$ cat config.mk
export PLATFORM = sky130hd
export DESIGN_NAME = nrzi_unstuff_rx
export DESIGN_NICKNAME = d
export VERILOG_FILES = /design/src/rtl/nrzi_pkg.sv /design/src/rtl/nrzi_run_counter.sv /design/src/rtl/nrzi_unstuff_rx.sv
export SDC_FILE = /design/constraint.sdc
export NUM_CORES = 1
export LEC_CHECK = 0
export ABC_AREA = 0
export CAP_MARGIN = 40
export CORE_ASPECT_RATIO = 1.2
export CORE_MARGIN = 4
export CORE_UTILIZATION = 44
export DETAILED_ROUTE_END_ITERATION = 16
export PLACE_DENSITY = 0.73
export SETUP_SLACK_MARGIN = 0.05
export SLEW_MARGIN = 20
export SYNTH_ARGS = -nofsm -noshare
export SYNTH_HDL_FRONTEND = slang
export SYNTH_SLANG_ARGS = --single-unit
$ cat constraint.sdc
create_clock -name clk -period 1.7 [get_ports clk]
set_input_delay 0.425 -clock clk [delete_from_list [all_inputs] [get_ports clk]]
set_output_delay 0.425 -clock clk [all_outputs]
set_load 0.03 [all_outputs]
$ cat src/rtl/nrzi_pkg.sv
// nrzi_pkg
// Shared definitions for the NRZI receive/unstuff block.
//   nrzi_rx_state_t : packet framing states (IDLE, ARM, RUN)
//   *_DEF           : default values for the top-level parameters
//   runCntWidth()   : width needed for a ones-run counter that must reach STUFF_LEN
package nrzi_pkg;

  typedef enum logic [1:0] {
    IDLE = 2'd0,
    ARM  = 2'd1,
    RUN  = 2'd2
  } nrzi_rx_state_t;

  localparam int   STUFF_LEN_DEF  = 6;
  localparam logic IDLE_LEVEL_DEF = 1'b1;
  localparam int   CNT_W_DEF      = 11;

  // The counter must hold the value STUFF_LEN itself, hence the +1.
  function automatic int runCntWidth(input int stuffLen);
    return $clog2(stuffLen + 1);
  endfunction

endpackage

$ cat src/rtl/nrzi_run_counter.sv
// nrzi_run_counter
// Counts consecutive decoded 1s and flags when the run has reached STUFF_LEN.
//   clk_i      : clock, rising edge
//   rst_i      : synchronous active-high reset
//   clear_i    : force the run back to zero (has priority over inc_i)
//   inc_i      : extend the run by one
//   at_limit_o : run length equals STUFF_LEN, so the next bit is a stuff bit
module nrzi_run_counter
  import nrzi_pkg::*;
#(
  parameter int STUFF_LEN = STUFF_LEN_DEF,
  parameter int RUN_W     = runCntWidth(STUFF_LEN)
) (
  input  logic clk_i,
  input  logic rst_i,
  input  logic clear_i,
  input  logic inc_i,
  output logic at_limit_o
);

  logic [RUN_W-1:0] run_q;

  // Run length register; clearing wins so a restart or a zero bit always
  // starts a fresh run even if the caller also raised inc_i.
  always_ff @(posedge clk_i) begin
    if (rst_i) begin
      run_q <= '0;
    end else if (clear_i) begin
      run_q <= '0;
    end else if (inc_i) begin
      run_q <= run_q + RUN_W'(1);
    end
  end

  // Limit detect is taken straight off the register so it is stable for the
  // whole cycle in which the candidate stuff bit is examined.
  always_comb begin
    at_limit_o = (run_q == RUN_W'(STUFF_LEN));
  end

endmodule

$ cat src/rtl/nrzi_unstuff_rx.sv
// nrzi_unstuff_rx
// NRZI decoder with bit unstuffing and stuff-error detection, one line bit per
// in_valid cycle, framed by start_rc/end_rc pulses. All outputs are registered.
//   clk, rst              : clock and synchronous active-high reset
//   s_in, in_valid        : raw line bit and its qualifier
//   start_rc, end_rc      : packet begin / end pulses (start wins if both)
//   unstuff_en            : 1 = drop stuff bits, 0 = pass every decoded bit
//   out_bit, out_valid    : decoded data bit and its qualifier
//   stuff_drop            : pulse, a stuff bit was removed
//   stuff_err             : sticky, a stuff violation was seen this packet
//   pkt_start, pkt_end    : packet framing pulses
//   bit_cnt               : saturating count of data bits emitted this packet
module nrzi_unstuff_rx
  import nrzi_pkg::*;
#(
  parameter int   STUFF_LEN  = STUFF_LEN_DEF,
  parameter logic IDLE_LEVEL = IDLE_LEVEL_DEF,
  parameter int   CNT_W      = CNT_W_DEF
) (
  input  logic             clk,
  input  logic             rst,
  input  logic             s_in,
  input  logic             in_valid,
  input  logic             start_rc,
  input  logic             end_rc,
  input  logic             unstuff_en,
  output logic             out_bit,
  output logic             out_valid,
  output logic             stuff_drop,
  output logic             stuff_err,
  output logic             pkt_start,
  output logic             pkt_end,
  output logic [CNT_W-1:0] bit_cnt
);

  localparam int RUN_W = runCntWidth(STUFF_LEN);
  localparam logic [CNT_W-1:0] CNT_MAX = '1;

  nrzi_rx_state_t state_q, state_d;

  logic             prev_q, prev_d;
  logic             out_bit_q, out_bit_d;
  logic             out_valid_q, out_valid_d;
  logic             stuff_drop_q, stuff_drop_d;
  logic             stuff_err_q, stuff_err_d;
  logic             pkt_start_q, pkt_start_d;
  logic             pkt_end_q, pkt_end_d;
  logic [CNT_W-1:0] bit_cnt_q, bit_cnt_d;

  logic inPacket;
  logic accept;
  logic decBit;
  logic runClear;
  logic runInc;
  logic atLimit;

  nrzi_run_counter #(
    .STUFF_LEN(STUFF_LEN),
    .RUN_W    (RUN_W)
  ) u_run (
    .clk_i     (clk),
    .rst_i     (rst),
    .clear_i   (runClear),
    .inc_i     (runInc),
    .at_limit_o(atLimit)
  );

  // A bit is only taken inside a packet, and a bit arriving together with a
  // start pulse belongs to the abandoned packet so it is thrown away.
  always_comb begin
    inPacket = (state_q == ARM) || (state_q == RUN);
    accept   = in_valid && inPacket && !start_rc;
    decBit   = ~(s_in ^ prev_q);
  end

  // Framing state register.
  always_ff @(posedge clk) begin
    if (rst) begin
      state_q <= IDLE;
    end else begin
      state_q <= state_d;
    end
  end

  // Next-state logic; start_rc is checked first everywhere so it beats end_rc.
  always_comb begin
    state_d = state_q;
    unique case (state_q)
      IDLE: begin
        if (start_rc) state_d = ARM;
      end
      ARM: begin
        if (start_rc)    state_d = ARM;
        else if (end_rc) state_d = IDLE;
        else             state_d = RUN;
      end
      RUN: begin
        if (start_rc)    state_d = ARM;
        else if (end_rc) state_d = IDLE;
      end
      default: state_d = IDLE;
    endcase
  end

  // Output and datapath next values. A start pulse re-arms the NRZI reference
  // and clears the per-packet status; otherwise an accepted bit is decoded and
  // either emitted or, at the run limit with unstuffing on, swallowed. In
  // bypass the run counter holds at the limit instead of wrapping, so it keeps
  // describing the data without ever forcing a drop.
  always_comb begin
    prev_d       = prev_q;
    out_bit_d    = 1'b0;
    out_valid_d  = 1'b0;
    stuff_drop_d = 1'b0;
    stuff_err_d  = stuff_err_q;
    bit_cnt_d    = bit_cnt_q;
    pkt_start_d  = start_rc;
    pkt_end_d    = inPacket && end_rc && !start_rc;
    runClear     = 1'b0;
    runInc       = 1'b0;
    if (start_rc) begin
      prev_d      = IDLE_LEVEL;
      runClear    = 1'b1;
      bit_cnt_d   = '0;
      stuff_err_d = 1'b0;
    end else if (accept) begin
      prev_d = s_in;
      if (unstuff_en && atLimit) begin
        runClear = 1'b1;
        if (decBit) begin
          stuff_err_d = 1'b1;
        end else begin
          stuff_drop_d = 1'b1;
        end
      end else begin
        out_valid_d = 1'b1;
        out_bit_d   = decBit;
        if (bit_cnt_q != CNT_MAX) begin
          bit_cnt_d = bit_cnt_q + CNT_W'(1);
        end
        if (decBit) begin
          runInc = !atLimit;
        end else begin
          runClear = 1'b1;
        end
      end
    end
  end

  // Output and datapath registers.
  always_ff @(posedge clk) begin
    if (rst) begin
      prev_q       <= IDLE_LEVEL;
      out_bit_q    <= 1'b0;
      out_valid_q  <= 1'b0;
      stuff_drop_q <= 1'b0;
      stuff_err_q  <= 1'b0;
      pkt_start_q  <= 1'b0;
      pkt_end_q    <= 1'b0;
      bit_cnt_q    <= '0;
    end else begin
      prev_q       <= prev_d;
      out_bit_q    <= out_bit_d;
      out_valid_q  <= out_valid_d;
      stuff_drop_q <= stuff_drop_d;
      stuff_err_q  <= stuff_err_d;
      pkt_start_q  <= pkt_start_d;
      pkt_end_q    <= pkt_end_d;
      bit_cnt_q    <= bit_cnt_d;
    end
  end

  assign out_bit    = out_bit_q;
  assign out_valid  = out_valid_q;
  assign stuff_drop = stuff_drop_q;
  assign stuff_err  = stuff_err_q;
  assign pkt_start  = pkt_start_q;
  assign pkt_end    = pkt_end_q;
  assign bit_cnt    = bit_cnt_q;

endmodule

==> results of run 1 <==
-- cell usage after synthesis --
master / count / area (um^2)
o31ai_1: 5 / 37.5
buf_4: 1 / 7.51
xnor2_1: 2 / 17.5
o21ai_0: 3 / 15.0
inv_1: 6 / 22.5
a211oi_1: 1 / 7.51
nor3_1: 3 / 15.0
or3_2: 1 / 7.51
xor2_1: 2 / 17.5
a31oi_1: 2 / 12.5
nor2_1: 12 / 45.0
o21a_1: 2 / 15.0
and3_2: 2 / 15.0
o41ai_1: 1 / 8.76
or4_4: 1 / 11.3
nand3b_1: 1 / 7.51
or3_1: 2 / 12.5
a21o_1: 1 / 7.51
a32oi_1: 2 / 17.5
nor4_4: 1 / 21.3
ha_1: 7 / 87.6
buf_2: 1 / 5.00
and3b_1: 1 / 8.76
nor4_1: 3 / 18.8
clkbuf_1: 1 / 3.75
o311ai_2: 1 / 16.3
or2_2: 1 / 6.26
nand2_1: 12 / 45.0
nand3_1: 4 / 20.0
mux2i_1: 1 / 10.0
and2_1: 1 / 6.26
dfxtp_1: 23 / 460
nand3_2: 1 / 10.0
or4_1: 4 / 30.0
nand4_1: 2 / 12.5
nor3b_1: 1 / 7.51
nand2b_1: 1 / 6.26
and3_1: 3 / 18.8
a21oi_1: 7 / 35.0
clkbuf_8: 1 / 13.8
-- cell usage in the layout (no fill, tap or decap), types with 2 or more instances in the layout --
cell type,n
clkbuf_4,3
or3_1,2
dlygate4sd2_1,16
dfxtp_2,7
a21oi_1,3
xor2_1,2
or4_4,3
or4_1,2
buf_6,2
dfxtp_1,14
clkdlybuf4s50_1,6
buf_4,20
ha_1,4
inv_1,4
nand4_1,2
xnor2_1,2
and3_2,2
nor4_4,3
o21ai_0,3
nand2_4,2
nand2_1,11
dfxtp_4,2
ha_2,2
nor3_1,3
nor2_1,12
a32oi_1,2
o31ai_2,2
o21a_1,2
a21oi_2,4
nand3_1,3
a31oi_1,2
inv_2,2
and3_1,2
o31ai_1,2
-- registers in the layout, summed over array words and instances, names as in the netlist --
| register | flops |
|---|---|
| prev_q | 1 |
| stuff_err | 1 |
| pkt_end | 1 |
| out_bit | 1 |
| stuff_drop | 1 |
| pkt_start | 1 |
| out_valid | 1 |
| u_run.run_q | 3 |
| bit_cnt | 11 |
| state_q | 2 |
-- worst register-to-register path, cell delays in order (launching register included) --
cell	delay [ns]
dfxtp_2	0.36
inv_2	0.05
ha_4	0.27
and3b_2	0.24
nand2_4	0.09
or4_4	0.52
a21oi_2	0.13
-- logic make-up after synthesis --
group	count (synthesis)	share of synthesized area [%]
xor gates and xnor gates	4	3.06
adders and majority gates	7	7.66
DFF	23	40.3
buffers and inverters	10	4.59
AOI/OAI and AO/OA	25	15.1
and+or+nand+nor	57	28.4
muxes	1	0.875
-- where the power goes --
group	total [W]	switching, W	internal [W]
Combinational	0.000120	0.0000586	0.0000609
Clock	0.000249	0.000161	0.0000878
Sequential	0.000546	0.00000329	0.000542
Total	0.000914	0.000223	0.000691
-- worst min path at each step --
stage	startpoint	to	slack (ns)
3_3_place_gp	bit_cnt[4]	bit_cnt[4]	0.48
2_1_floorplan	u_run.run_q[0]	u_run.run_q[0]	0.48
4_1_cts	bit_cnt[4]	bit_cnt[4]	0.50
5_1_grt	bit_cnt[5]	bit_cnt[5]	0.52
3_5_place_dp	bit_cnt[4]	bit_cnt[4]	0.48
6_report	bit_cnt[4]	bit_cnt[4]	0.51
-- repair_timing --
| item | CTS | global route |
|---|---|---|
| setup endpoints to repair | 28 | 12 |
| pin swaps | 11 | 5 |
| resized for setup | 23 | 21 |
| buffers inserted | 1 | 3 |
| cloned | 1 | 0 |
| hold endpoints to repair | 0 | 0 |
-- metrics by stage --
step | setup WS (ns) | setup TNS [ns] | hold slack (ns)
after floorplan | 0.0165 | 0 | 0.485
after global placement | -0.348 | -3.58 | 0.477
after detailed placement | -0.403 | -4.25 | 0.481
after CTS | -0.0204 | -0.0204 | 0.503
after global routing | -0.100 | -0.338 | 0.524
final | -0.0338 | -0.0726 | 0.506
-- final cells by class --
class	count	area share, %
clock inverters	1	0.286
flip-flops and latches	23	27.2
multi-input cells	95	44.6
clock buffers	3	1.29
inverters	6	1.29
well taps	33	2.36
repair buffers	46	23.0
-- metal layers --
metal | routed length (um) | vias to the layer above | part of all wire, % | track usage [%]
met5 | 0 | - | 0 | 0
met4 | 32 | 0 | 1.1 | 8.41
met3 | 87 | 2 | 3.1 | 2.80
met2 | 1540 | 18 | 55 | 31.7
met1 | 1130 | 505 | 40 | 19.7
li1 | - | 562 | - | -
==> flow_summary.ini, run 1 <==
[status]
status = finished with violations
failed_checks = setup timing

[sta]
fmax_mhz = 577
fin_crit_ns = 1.73
finalCritPeriodShare_pct = 102
setup_viol = 3
worstMarginPinSlew_ns = 0.303
rsz0062_at_grt = yes
finalMaxSlewViolations = 0
clock_skew_ns = 0.00535
max_slew_margin_pct = 79.9
hold_violations = 0
layout_setup_ws_ns = -0.0338

[finish]
multi_input_area_um2 = 781
fill_cells = 211
area_growth_pct = 53.2
diodes = 0
fin_nets = 189
final-seq-area_um2 = 477
stdcell_count = 207
final_cell_area_um2 = 1750
layout-drive-gt1-share_pct = 37.9
utilization_pct = 70.0

[global_route]
grt-ovfl-total = 0
grt_pass1_wl_um = 4660
grt_max_degree = 15
antenna_found_initial = 0
grt_util_all_layers_pct = 17.9
grt_pass1_vias = 1085

[route]
ant_nets = 0
drc_errors = 0
first_pass_iters = 4
post_drt_wl_per_cell_um = 13.4
vias = 1087
drt-vias-per-instance = 5.25
wl_um = 2780
drtIter0Drc = 14

[critical_path]
cp_data_required_time_ns = 1.90
critPathKind = in2reg
crit_arrival_ns = 1.94
setup.worst_path.end_class = flip-flop
crit_chain = clkdlybuf4s50_1 > and3_4 > or4_4 > o311ai_4 > o41ai_1
critPathMaxFanout = 3
r2r-end = bit_cnt[5]
worst_path_max_delay_cell = or4_4
r2r_slack_ns = -0.03
timing.critical_path.buf_inv = 1
crit_family = simple AND/OR/NAND/NOR gates
critical_path.startpoint = unstuff_en
worst_setup_path_start_kind = primary input
path_depth = 5
critical-path-max-stage-delay_ns = 0.56
r2r_start = state_q[0]
worstRegToRegCells = 6
crit_end = bit_cnt[8]

[floorplan]
die_w_um = 54.5
die_h_um = 63.8
std_cell_rows = 20
core_um2 = 2500
initial_utilization_pct = 45.7
dieArea_um2 = 3480
ios = 24

[power]
ir_worst_vdd_mv = 0.463
total_power_w = 0.000914
powerDensity_nw_per_um2 = 522
p_leak_nw = 0.705

[logic_synthesis]
mappedNetlistNets = 141
netlist_area_um2 = 1140
yosysWarnings = 0
yosys_register_bits = 23
synthDistinctLibCells = 40
synthCells = 127
syn_avg_cell_area_um2 = 9.00
ys_seq_area_share_pct = 40.3

[flow_run]
cap_violations = 0

[placed_design]
portBuffers = 23
place_area_um2 = 1570
globalplace.congestion = 0.764
placedCellCount = 199
post-dp-hpwl_um = 2050

[cts]
cts.htree.levels = 1
cts_hold_buf = 0
clkLatencyLatePin_ns = 0.31
cts_tree = yes
cts_root_buf = clkbuf_4
path_clk_slew_ns = 0.13
cts.sinks = 23
clockBufferDepth = 2
numCtsBuffers = 3

[hold_path]
min_path_type = reg2reg
hold_path_depth = 2
Note: power is estimated with default switching activity, not from simulation.
==> inputs of run 2 (changes only) <==
--- a/config.mk
+++ b/config.mk
@@ -8,7 +8,6 @@
 export ABC_AREA = 0
 export CAP_MARGIN = 40
 export CORE_ASPECT_RATIO = 1.2
-export CORE_MARGIN = 4
 export CORE_UTILIZATION = 44
 export DETAILED_ROUTE_END_ITERATION = 16
 export PLACE_DENSITY = 0.73
==> constraint.sdc (replaced) <==
create_clock -name clk -period 1.7 [get_ports clk]
set_input_delay 0.34 -clock clk [delete_from_list [all_inputs] [get_ports clk]]
set_output_delay 0.34 -clock clk [all_outputs]
set_load 0.03 [all_outputs]
==> run 2 against run 1 <==
  * The flow still finishes with violations (setup timing)
  * First-iteration DRC count up 71%
  * Routed wire length shrank 0.36%
  * Fmax is 1.9% lower
  * Critical endpoint is now bit_cnt[5]
  * Largest cell class unchanged
==> flow_summary.ini, run 2 (synthesized netlist as in run 1, its figures left out) <==
[critical_path]
crit_chain = inv_2 > ha_4 > and3b_2 > nand2_4 > or4_1 > a21oi_1
critPathMaxFanout = 5
crit_arrival_ns = 2.02
worst_path_max_delay_cell = or4_1
critical-path-max-stage-delay_ns = 0.50
critical_path.startpoint = state_q[1]
cp_data_required_time_ns = 1.96
r2r-end = bit_cnt[5]
critPathKind = reg2reg
crit_end = bit_cnt[5]
r2r_start = state_q[1]
worstRegToRegCells = 6
worst_setup_path_start_kind = flip-flop
r2r_slack_ns = -0.07
setup.worst_path.end_class = flip-flop

[power]
p_leak_nw = 0.707
powerDensity_nw_per_um2 = 533
total_power_w = 0.000923
ir_worst_vdd_mv = 0.475

[sta]
finalMaxSlewViolations = 0
hold_ws_ns = 0.502
fin_crit_ns = 1.77
rsz0062_at_grt = yes
hold_violations = 0
worstMarginPinSlew_ns = 0.308
clock_skew_ns = 0.00428
finalCritPeriodShare_pct = 104
max_slew_margin_pct = 79.5
fmax_mhz = 566
layout_setup_ws_ns = -0.0676
fin_setup_tns_ns = -0.253
setup_viol = 6

[route]
ant_nets = 0
post_drt_wl_per_cell_um = 13.5
first_pass_iters = 4
drc_errors = 0
wl_um = 2770
vias = 1114
drtIter0Drc = 24
drt-vias-per-instance = 5.41

[global_route]
grt-ovfl-total = 0
grt_pass1_wl_um = 4510
antenna_found_initial = 0
use_met1_pct = 21.9
grt_util_all_layers_pct = 21.0
use_met2_pct = 40.6
grt_max_degree = 15
top_usage_layer = met2
grt_util_met3_pct = 2.36
grt_pass1_vias = 1105

[cts]
cts.sinks = 23
numCtsBuffers = 3
clockBufferDepth = 2
cts_root_buf = clkbuf_4
cts.htree.levels = 1
cts_hold_buf = 0
clkLatencyLatePin_ns = 0.32
cts_tree = yes
path_clk_slew_ns = 0.12

[floorplan]
std_cell_rows = 19
dieArea_um2 = 2810
initial_utilization_pct = 48.1
die_w_um = 48.5
ios = 24
die_h_um = 57.8
core_um2 = 2380

[finish]
final_cell_mix = 20 x buf_4, 17 x dlygate4sd2_1, 14 x dfxtp_1
fin_nets = 190
final_common_cell = buf_4
utilization_pct = 72.9
final_cell_area_um2 = 1730
largest_register_ffs = 11
layout-drive-gt1-share_pct = 37.1
diodes = 0
area_growth_pct = 51.5

[hold_path]
min_path_type = reg2reg
hold_start = stuff_err

[flow_run]
cap_violations = 0

[placed_design]
portBuffers = 23
post-dp-hpwl_um = 1940
globalplace.congestion = 0.831
place_area_um2 = 1570

[status]
failed_checks = setup timing
status = finished with violations
## run 2: repair_timing
item                                    in CTS  in global routing
setup buffers                                4                  3
gates cloned                                 1                  0
pin swaps                                    7                  7
gates resized for setup                     22                 20
endpoints found under the setup margin      27                 12
## run 2: routing by layer
layer  vias up  wire, um
met2        29      1410
met1       515      1210
met5         -         0
li1        562         -
met3         8        80
met4         0        73
## run 2: stage by stage
stage | instances | setup slack [ns]
floorplan | 127 | 0.0165
global placement | 195 | -0.249
detailed placement | 195 | -0.326
CTS | 204 | -0.0321
global route | 206 | -0.115
finish | 206 | -0.0676
## run 2: worst max-delay path, delay by kind of cell (launching register included)
family	cells	cell delay, ns
buf+inv	1	0.05
fa+ha+maj	1	0.27
simple gates	3	0.88
compound gates	1	0.13
flops	1	0.37
## run 2: worst min-delay path by stage
stage                     endpoint  slack (ns)  cells after the start
floorplan           u_run.run_q[0]        0.48                      2
detailed placement       stuff_err        0.48                      2
CTS                     bit_cnt[3]        0.51                      2
finish                   stuff_err        0.50                      2
global placement       bit_cnt[10]        0.48                      2
global route            bit_cnt[4]        0.53                      2
## run 2: cell type report
class	instances	area, um^2
clock buffers	4	26.3
fillers	197	644
inverters	6	22.5
multi-input cells	95	756
flip-flops and latches	23	477
well taps	31	38.8
repair buffers	47	413
## run 2: report_power, final
| part | switching, W | total [W] | internal, W |
|---|---|---|---|
| logic | 0.0000603 | 0.000124 | 0.0000636 |
| clock network | 0.000162 | 0.000254 | 0.0000919 |
| registers | 0.00000320 | 0.000545 | 0.000542 |
==> variant 1 (flow settings as in run 2) <==
Re-encode `nrzi_rx_state_t` (3 states) as one-hot, 3 bits wide.
--- a/src/rtl/nrzi_pkg.sv
+++ b/src/rtl/nrzi_pkg.sv
@@ -5,10 +5,10 @@
 //   runCntWidth()   : width needed for a ones-run counter that must reach STUFF_LEN
 package nrzi_pkg;
 
-  typedef enum logic [1:0] {
-    IDLE = 2'd0,
-    ARM  = 2'd1,
-    RUN  = 2'd2
+  typedef enum logic [2:0] {
+    IDLE = 3'b001,
+    ARM  = 3'b010,
+    RUN  = 3'b100
   } nrzi_rx_state_t;
 
   localparam int   STUFF_LEN_DEF  = 6;
Function: no difference found for any inputs over 10 cycles, from zero or initial values and one cycle with rst high; not proved beyond that.
==> variant 1 against run 2 <==
  * Routed wire length fell by 1.3%
  * Setup slack improved by 0.16 ns
  * Design area fell by 5.1%
  * Power rose by 18%
  * Synthesized area fell by 3.2%
  * Synthesized cell count fell by 3.1%
  * Sequential cell count rose by 1
  * Critical endpoint is now bit_cnt[4]
==> variant 1: results (changes against run 2) <==
[global_routing]
grtUsageMet2_pct=36.68  ; was 40.64%

[timing]
max_slew_margin_pct=74.17  ; was 79.55%
setup_viol=0  ; was 6

[finish]
final.fill_count=214  ; was 197
buf_share_pct=23.80  ; was 23.83%
regArea_sq_um=486.7  ; was 476.7 sq um
clock_area_share_pct=3.194  ; was 1.516%
multi_input_cells=92  ; was 95
n_all_inverters=3  ; was 6
layout.nets=181  ; was 190

[synthesis]
synthXorXnorAreaFrac_pct=5.424  ; was 3.063%
synth_compound_area_share_pct=11.64  ; was 15.10%
yosysUniqueCellTypes=34  ; was 40
synthTopCellsByArea=dfxtp_1 43%, mux2i_1 4.5%, ha_1 3.4%, nand2_1 3.4%, nor2_1 3.4%  ; was dfxtp_1 40%, ha_1 7.7%, nand2_1 3.9%, nor2_1 3.9%, o31ai_1 3.3%
synthAdderAreaFrac_pct=3.390  ; was 7.659%
synth_area_per_cell_sq_um=9.003  ; was 9.005 sq um

[worst_setup_path]
crit_slowest_cell=or4_4  ; was or4_1
path_max_fanout=7  ; was 5

[run_status]
outcome=completed  ; was finished with violations

[pwr]
leakagePower_nw=0.6674  ; was 0.7074 nW
ir_worst_vdd_uv=522.6  ; was 475.5 uV

[routing]
wl_met2_um=1560  ; was 1413 um
routedWlPerCell_um=13.61  ; was 13.46 um
drtIter0Drc=26  ; was 24
wirelength_um=2736  ; was 2773 um

[placed_design]
dp_cells=194  ; was 195

[clocking]
path_clk_slew_ns=0.14  ; was 0.12 ns

variant 1: through the flow:
stage                     utilization (%)  hold WS (ns)  setup WS [ns]  power, mW
after detailed placement            65.20        0.4862        -0.3371     0.6750
after CTS                           67.29        0.5025        0.05921      1.088
final                               70.62        0.5014        0.09359      1.092
after global routing                70.62        0.5198        0.01128      1.125
after global placement              65.20        0.4646        -0.2306     0.6733
after floorplan                         -        0.4124        0.09546     0.6222
variant 1: where the power goes:
| part | internal (mW) | switching [mW] | total, mW |
|---|---|---|---|
| Clock | 0.238 | 0.186 | 0.424 |
| Combinational | 0.0510 | 0.0419 | 0.0928 |
| Sequential | 0.568 | 0.00685 | 0.575 |
| Total | 0.857 | 0.234 | 1.09 |
variant 1: worst paths after layout:
kind,from,to,slack (ns),cells after the start
worst max-delay path,bit_cnt[0],bit_cnt[4],0.09,6
worst min-delay path,bit_cnt[6],bit_cnt[6],0.50,2
worst max register to register,bit_cnt[0],bit_cnt[4],0.09,6
worst min register to register,bit_cnt[6],bit_cnt[6],0.50,2
==> variant 2 (settings of run 2) <==
Made on the original files. The package constant `STUFF_LEN_DEF` goes from 6 to 5.
--- a/src/rtl/nrzi_pkg.sv
+++ b/src/rtl/nrzi_pkg.sv
@@ -11,7 +11,7 @@
     RUN  = 2'd2
   } nrzi_rx_state_t;
 
-  localparam int   STUFF_LEN_DEF  = 6;
+  localparam int   STUFF_LEN_DEF  = 5;
   localparam logic IDLE_LEVEL_DEF = 1'b1;
   localparam int   CNT_W_DEF      = 11;
 
Behaviour: not the same (Yosys sat finds a counterexample within 10 cycles, from zero or initial values and one cycle with rst high).
==> variant 2 against run 2 <==
  * Setup slack better by 0.035 ns
  * Largest power group unchanged
  * Synthesized cell count stayed put
  * Sequential cell count stayed put
  * Power is 0.21% higher
  * Final cell count is 2.9% higher
  * The run still ends with setup timing left
  * Routed wire length is 13% higher
  * Maximum frequency is 2.0% higher
  * Critical endpoint is now bit_cnt[8]
  * Synthesized area is 1.8% lower
  * Design area is 1.8% higher
  * Critical path depth is 1 lower
  * Non-clock buffer count is 6 higher
==> variant 2: results (changes against run 2) <==
[synthesis]
ys.flop_type=dfxtp_1  ; unchanged
yosysUniqueCellTypes=37  ; was 40
synth_nets=141  ; unchanged
synthTopCellsByArea=dfxtp_1 41%, ha_1 7.8%, nor2_1 4.7%, nand2_1 4.0%, a21oi_1 3.6%  ; was dfxtp_1 40%, ha_1 7.7%, nand2_1 3.9%, nor2_1 3.9%, o31ai_1 3.3%
synth_commonest_cells=23 x dfxtp_1, 14 x nor2_1, 12 x nand2_1  ; was 23 x dfxtp_1, 12 x nand2_1, 12 x nor2_1
async_flop_share_pct=0  ; unchanged
synth_area_per_cell_sq_um=8.847  ; was 9.005 sq um
ys_seq_area_share_pct=40.98  ; was 40.26%
yosysWarnings=0  ; unchanged

[routing]
wirelength_um=3143  ; was 2773 um
drtIter0Drc=25  ; was 24
avgViaCountPerCell=5.599  ; was 5.408

[clocking]
clock_latency_ns=0.31
cts_made_buffers=3  ; unchanged
cts_root_buf=clkbuf_4  ; unchanged
htreeDepth=1  ; unchanged
path_clk_slew_ns=0.13

[run_status]
outcome=finished with violations  ; unchanged
violations=setup timing  ; unchanged

[placed_design]
io_buffers=23  ; unchanged
placed_cell_area_sq_um=1578  ; was 1568 sq um
gp_congestion=0.7807  ; was 0.8313
dp.final_hpwl_um=2084  ; was 1944 um
dp_cells=200  ; was 195
dpl_worst_slack_ns=-0.2518  ; was -0.3258 ns

[global_routing]
use_met3_pct=2.848  ; was 2.362%
grt_max_degree=14  ; was 15
grt_usage_pct=25.23  ; was 21.04%
grt_pass1_vias=1179  ; was 1105
grtUsageMet2_pct=43.24  ; was 40.64%
grt_use_met1_pct=29.64  ; was 21.88%
grt_pass1_wl_um=5037  ; was 4512 um
antenna_found_initial=0  ; unchanged

[timing]
tns_ns=-0.03226  ; was -0.2530 ns
skew_ns=0.005998  ; was 0.004285 ns
max_slew_margin_pct=78.64  ; was 79.55%
slew_viol_final=0  ; unchanged
fin_ws_ns=-0.03226  ; was -0.06757 ns
setup_viol=1  ; was 6

[finish]
final_cells=212  ; was 206
diodes=0  ; unchanged
largest_reg_flops=11  ; unchanged
final.fill_count=171  ; was 197
drive_gt1_share_pct=38.12  ; was 37.14%

[worst_setup_path]
crit_arrival_ns=1.93  ; was 2.02 ns
crit_start=bit_cnt[1]  ; was state_q[1]
path_max_fanout=5  ; unchanged

[hold_path]
hp-class=reg2reg  ; unchanged
hold_start=stuff_err  ; unchanged

[pwr]
ir_worst_vdd_uv=431.4  ; was 475.5 uV
leakagePower_nw=0.7509  ; was 0.7074 nW

[variant 2: cell families after synthesis]
family	count (synthesis)	share of synthesized area, %
simple gates	58	28.29
flops	23	40.98
xor+xnor	4	3.119
buf+inv	8	3.675
compound gates	27	16.15
fa+ha+maj	7	7.795
[variant 2: cell type report]
type	instances	area [sq um]	area share, %
repair buffers	53	437.9	24.82
clock inverters	1	5.005	0.2837
inverters	5	18.77	1.064
flip-flops and latches	23	474.2	26.88
clock buffers	3	22.52	1.277
well taps	31	38.79	2.199
multi-input cells	96	767.0	43.48
[variant 2: what timing repair did]
item | CTS | global route
setup buffers | 7 | 1
resized for setup | 30 | 12
setup endpoints to repair | 24 | 10
pin swaps | 12 | 2
[variant 2: worst paths after layout]
| kind | slack (ns) | to | cells past startpoint |
|---|---|---|---|
| worst max-delay path | -0.03 | bit_cnt[8] | 5 |
| worst min-delay path | 0.50 | stuff_err | 2 |
| worst max register to register | -0.03 | bit_cnt[8] | 5 |
| worst min register to register | 0.50 | stuff_err | 2 |
[variant 2: where the power goes]
group / internal, mW / switching (mW) / total (mW)
clock: 0.0880 / 0.163 / 0.251
combinational: 0.0656 / 0.0624 / 0.128
sequential: 0.542 / 0.00354 / 0.546
total: 0.696 / 0.229 / 0.925
[variant 2: per-layer routing]
layer	part of all wire, %	vias to the layer above
met3	2.9	7
met5	0	-
met1	40	583
met4	2.1	0
met2	55	26
li1	-	571
[variant 2: critical path, stage by stage (launching register included)]
cell and delay [ns]:
dfxtp_4 0.39, ha_4 0.15, nand3_4 0.11, or4_4 0.60
o311ai_4 0.25, o41ai_2 0.11
